**config.mk**
```make
export PLATFORM = sky130hd
export DESIGN_NAME = mantissa_align_shifter
export DESIGN_NICKNAME = d
export VERILOG_FILES = /design/src/rtl/fp_add_pkg.sv /design/src/rtl/sticky_shift_step.sv /design/src/rtl/mantissa_align_shifter.sv
export SDC_FILE = /design/constraint.sdc
export NUM_CORES = 1
export LEC_CHECK = 0
export ABC_AREA = 1
export CAP_MARGIN = 5
export CORE_UTILIZATION = 45
export DETAILED_ROUTE_END_ITERATION = 12
export PLACE_DENSITY_LB_ADDON = 0.2
export SYNTH_ARGS = -nofsm -noshare
export SYNTH_HDL_FRONTEND = slang
export SYNTH_HIERARCHICAL = 1
export SYNTH_SLANG_ARGS = --single-unit
```
**constraint.sdc**
```tcl
create_clock -name clk -period 2.3 [get_ports clk]
set_input_delay 0.46 -clock clk [delete_from_list [all_inputs] [get_ports clk]]
set_output_delay 0.46 -clock clk [all_outputs]
set_load 0.05 [all_outputs]
```
**src/rtl/fp_add_pkg.sv**
```systemverilog
// Shared constants and alignment FSM state type for the FP adder datapath.
package fp_add_pkg;

  localparam int unsigned MANT_W = 24;
  localparam int unsigned EXP_W  = 8;
  localparam int unsigned GRS_W  = 3;

  typedef enum logic [1:0] {
    IDLE  = 2'd0,
    SHIFT = 2'd1,
    DONE  = 2'd2
  } align_state_t;

endpackage

```
**src/rtl/sticky_shift_step.sv**
```systemverilog
// One combinational alignment step: right-shift {mant,g,r} by amount_i and
// fold every bit that falls off the bottom into sticky.
module sticky_shift_step #(
  parameter int unsigned W  = 26,
  parameter int unsigned KW = 3
) (
  input  logic [W-1:0]  bits_i,
  input  logic          sticky_i,
  input  logic [KW-1:0] amount_i,
  output logic [W-1:0]  bits_o,
  output logic          sticky_o
);

  logic [W-1:0] lost_mask;

  always_comb begin
    lost_mask = ~({W{1'b1}} << amount_i);
    bits_o    = bits_i >> amount_i;
    sticky_o  = sticky_i | (|(bits_i & lost_mask));
  end

endmodule

```
**src/rtl/mantissa_align_shifter.sv**
```systemverilog
// FP adder alignment stage: multi-cycle right shift of the smaller mantissa by the
// exponent difference, collecting guard/round/sticky, with valid/ready on both sides.
module mantissa_align_shifter #(
  parameter int unsigned MANT_W = fp_add_pkg::MANT_W,
  parameter int unsigned EXP_W  = fp_add_pkg::EXP_W,
  parameter int unsigned STEP   = 4
) (
  input  logic              clk,
  input  logic              rst_n,
  input  logic              in_valid,
  output logic              in_ready,
  input  logic [EXP_W-1:0]  exp_diff,
  input  logic [EXP_W-1:0]  exp_in,
  input  logic [MANT_W-1:0] mant_in,
  output logic              out_valid,
  input  logic              out_ready,
  output logic [EXP_W-1:0]  exp_out,
  output logic [MANT_W-1:0] mant_out,
  output logic              guard,
  output logic              round,
  output logic              sticky
);
  import fp_add_pkg::*;

  localparam int unsigned W  = MANT_W + GRS_W - 1;
  localparam int unsigned KW = $clog2(STEP + 1);
  // Beyond this every mantissa bit lands in sticky, so skip the iterative shift.
  localparam logic [EXP_W:0] FAST_D = (EXP_W + 1)'(MANT_W + 2);

  align_state_t     state_q, state_d;
  logic [EXP_W-1:0] rem_q, rem_d;
  logic [W-1:0]     work_q, work_d;
  logic             sticky_q, sticky_d;
  logic [EXP_W-1:0] exp_q, exp_d;

  logic [KW-1:0]    k;
  logic [W-1:0]     step_bits;
  logic             step_sticky;

  always_comb begin
    k = (rem_q < EXP_W'(STEP)) ? rem_q[KW-1:0] : KW'(STEP);
  end

  sticky_shift_step #(
    .W  (W),
    .KW (KW)
  ) u_step (
    .bits_i   (work_q),
    .sticky_i (sticky_q),
    .amount_i (k),
    .bits_o   (step_bits),
    .sticky_o (step_sticky)
  );

  always_comb begin
    state_d  = state_q;
    rem_d    = rem_q;
    work_d   = work_q;
    sticky_d = sticky_q;
    exp_d    = exp_q;
    unique case (state_q)
      IDLE: begin
        if (in_valid) begin
          exp_d    = exp_in;
          work_d   = {mant_in, 2'b00};
          sticky_d = 1'b0;
          rem_d    = exp_diff;
          if (exp_diff == '0) begin
            state_d = DONE;
          end else if ({1'b0, exp_diff} >= FAST_D) begin
            work_d   = '0;
            sticky_d = |mant_in;
            rem_d    = '0;
            state_d  = DONE;
          end else begin
            state_d = SHIFT;
          end
        end
      end
      SHIFT: begin
        work_d   = step_bits;
        sticky_d = step_sticky;
        rem_d    = rem_q - EXP_W'(k);
        if (rem_d == '0) state_d = DONE;
      end
      DONE: begin
        if (out_ready) state_d = IDLE;
      end
      default: state_d = IDLE;
    endcase
  end

  always_ff @(posedge clk or negedge rst_n) begin
    if (!rst_n) begin
      state_q  <= IDLE;
      rem_q    <= '0;
      work_q   <= '0;
      sticky_q <= 1'b0;
      exp_q    <= '0;
    end else begin
      state_q  <= state_d;
      rem_q    <= rem_d;
      work_q   <= work_d;
      sticky_q <= sticky_d;
      exp_q    <= exp_d;
    end
  end

  always_comb begin
    in_ready  = (state_q == IDLE);
    out_valid = (state_q == DONE);
    exp_out   = exp_q;
    mant_out  = work_q[W-1:2];
    guard     = work_q[1];
    round     = work_q[0];
    sticky    = sticky_q;
  end

endmodule

```
==> flow_summary.toml <==
[cts]
cts_buffers = 5
clk_path_buf_depth = 2
cts_tree = "built"
clock_sinks = 45
worstSkewPairLatency_ns = 0.31
htreeDepth = 2
cts_resized = 0
cts_root_buf = "clkbuf_8"
clkSlewWorstSetupHoldPaths_ns = 0.09
hold_buffers = 0
cts_setup_buffers = 0

[timing]
hold_violations = 0
worstMarginPinSlew_ns = 0.547
setup_viol = 0
maxSlewHeadroom_pct = 63.5
drv_slew = 0
rsz0062_at_grt = "no"
min_period_ns = 2.19
fin_ws_ns = 0.105
fin_crit_sh_pct = 95.4
clock_skew_ns = 0.00582
fin_setup_tns_ns = 0
max_clock_freq_mhz = 456

[critical_path]
criticalPathCategory = "register to output pin"
critPathRequiredTime_ns = 1.84
max_stage_delay_ns = 0.83
critical_path.top_delay_family = "buffers and inverters"
critPathMaxFanout = 3
slowest_stage = "clkdlybuf4s50_1"
critPathArrivalTime_ns = 1.73
cp-start-kind = "register"
cp-end-kind = "output pin"
cp_cell_sequence = "nor2_2, clkdlybuf4s50_1"
crit_buf_inv = 1

[synthesis]
ys_seq_area_share_pct = 33.1
synth_compound_area_share_pct = 14.7
synth_most_common_cell = "nand2_1"
synth_cells = 506
synth-seq-cells = 45
synth-async-reset-ratio_pct = 100
yosys-top-cells-area = "dfrtp_1, nand2_1, nand3_1, o21ai_1, a22oi_1"
synth-simple-area-share_pct = 43.1
synth.top_cell.area_share_pct = 33.1
synth_nets = 551
synth_fa_ha_area_share_pct = 0.367
avgSynthCellArea_um2 = 6.73
yosys.area.top_type = "dfrtp_1"
synth_top_family_by_area = "simple AND/OR/NAND/NOR gates"
synthMuxAreaShare_pct = 0
syn-cell-area_um2 = 3410
synth_common_cells = "nand2_1, nand3_1, dfrtp_1"
synth-edff-count = 0
yosys_warnings = 6
synth_ff_type = "dfrtp_1"
synth_xor_area_share_pct = 0.257
yosysUniqueCellTypes = 35

[route]
drc_errors = 0
detail_route.wl_per_cell_um = 13.9
ant_nets = 0
drt_pre_antenna_iters = 5
via_count = 3705
wirelength_um = 9420
first_iter_violations = 287
vias_per_cell = 5.46

[grt]
met3_usage_pct = 3.79
gr-total-overflow = 0
grt_max_degree = 32
gr-max-usage-layer = "met2"
antenna_found_initial = 0
grt_pass1_wl_um = 15800
gr-usage-met2_pct = 40.6
gr-usage-met1_pct = 36.3
track_usage_pct = 25.5
grt_pass1_vias = 3296

[layout]
num_antenna_cells = 0
drive_gt1_share_pct = 8.64
fin_nets = 623
syn_to_final_growth_pct = 28.3
nFillCells = 722

[hold_path]
hp-class = "input port to async pin"

[floorplanning]
start_util_pct = 46.7
die_area_um2 = 7920
io_pins = 81
die_w_um = 89.0
rows = 31
core_area_um2 = 7290
die_height_um = 89.0

[placed_design]
place.gp.congestion = 0.934
dpl.hpwl_um = 6920
post-place-ws_ns = 0.180
portBuffers = 80

[power]
power_leakage_uw = 0.00202
ir_worst_vdd_mv = 0.785
power.density_nw_per_um2 = 1490

[flow_run]
maxCapViolations = 0

[status]
status = "completed"
[area by class of cell]
cell class                 instances  area (µm²)  area share (%)
clock buffer                       5        68.8            1.58
clock inverter                     3        22.5           0.515
inverter                          31         119            2.72
multi-input combinational        403        2000            45.7
sequential                        45        1130            25.8
tap                               99         124            2.84
timing repair buffer              92         913            20.9
[final timing paths]
path / from / endpoint / slack (ns) / cells after the start
worst max-delay path: state_q[1] / in_ready / 0.11 / 2
worst min-delay path: rst_n / rem_q[6] / 0.12 / 1
worst max register to register: rem_q[7] / work_q[3] / 0.20 / 12
worst min register to register: exp_out[5] / exp_out[5] / 0.48 / 2
max in group asynchronous: rst_n / work_q[15] / 1.65 / 2
min in group clk: exp_out[5] / exp_out[5] / 0.48 / 2
[routing by layer]
metal | vias up | part of all wire, % | wire length [µm]
met5 | - | 0 | 0
met4 | 0 | 1.4 | 135
met3 | 14 | 6.6 | 623
met2 | 155 | 46 | 4310
met1 | 1694 | 46 | 4360
li1 | 1842 | - | -
[worst reg2reg max path, stage by stage (launching register included)]
cell and delay [ns]:
dfrtp_1 0.43, nor2_2 0.20, nand3_4 0.18, nor2_1 0.19
inv_2 0.14, buf_4 0.21, nor2_1 0.22, nand2_1 0.09
nand2_1 0.08, inv_1 0.04, nand2_1 0.04, a22oi_1 0.07
o21ai_1 0.15
[cell usage in the layout (no fill, tap or decap), types with 2 or more instances in the layout]
cell type,count
a21oi_1,7
a22o_1,2
a22oi_1,13
a2bb2oi_1,7
a2bb2oi_2,6
buf_12,2
buf_4,10
clkbuf_8,5
clkdlybuf4s50_1,78
clkinv_4,2
dfrtp_1,45
inv_1,22
inv_2,7
nand2_1,181
nand2_2,2
nand2_4,3
nand3_1,95
nand4_1,4
nor2_1,20
nor2_2,5
nor2_4,3
nor3_1,3
nor4_1,5
o21ai_0,17
o21ai_1,20
[power breakdown]
group / switching, µW / leakage, µW / total [µW] / internal, µW
Combinational: 3000 / 0.00140 / 4570 / 1570
Clock: 302 / 0.0000481 / 519 / 216
Sequential: 334 / 0.000576 / 1440 / 1100
Total: 3640 / 0.00202 / 6530 / 2890
[sequential cells by signal, indices dropped and copies added (netlist names)]
| register | count |
|---|---|
| sticky | 1 |
| rem_q | 8 |
| exp_out | 8 |
| work_q | 26 |
| state_q | 2 |
[stage by stage]
stage	cells	area [µm²]	utilization [%]	hold slack (ns)	power (µW)
final	678	4370	59.9	0.124	6530
after global routing	678	4370	59.9	0.162	7080
after CTS	678	4360	59.8	0.143	6520
after detailed placement	670	4270	58.6	0.457	5970
after global placement	670	4270	58.6	0.454	5920
after floorplan	506	3410	-	0.164	4790
[logic make-up (layout without fill, tap and decap cells)]
| family | after synthesis | in the layout |
|---|---|---|
| simple gates | 326 | 326 |
| fa+ha+maj | 1 | 1 |
| flops | 45 | 45 |
| xor+xnor | 1 | 1 |
| other cells | 1 | 1 |
| buf+inv | 58 | 131 |
| compound gates | 74 | 74 |
(Power assumes the default switching activity.)
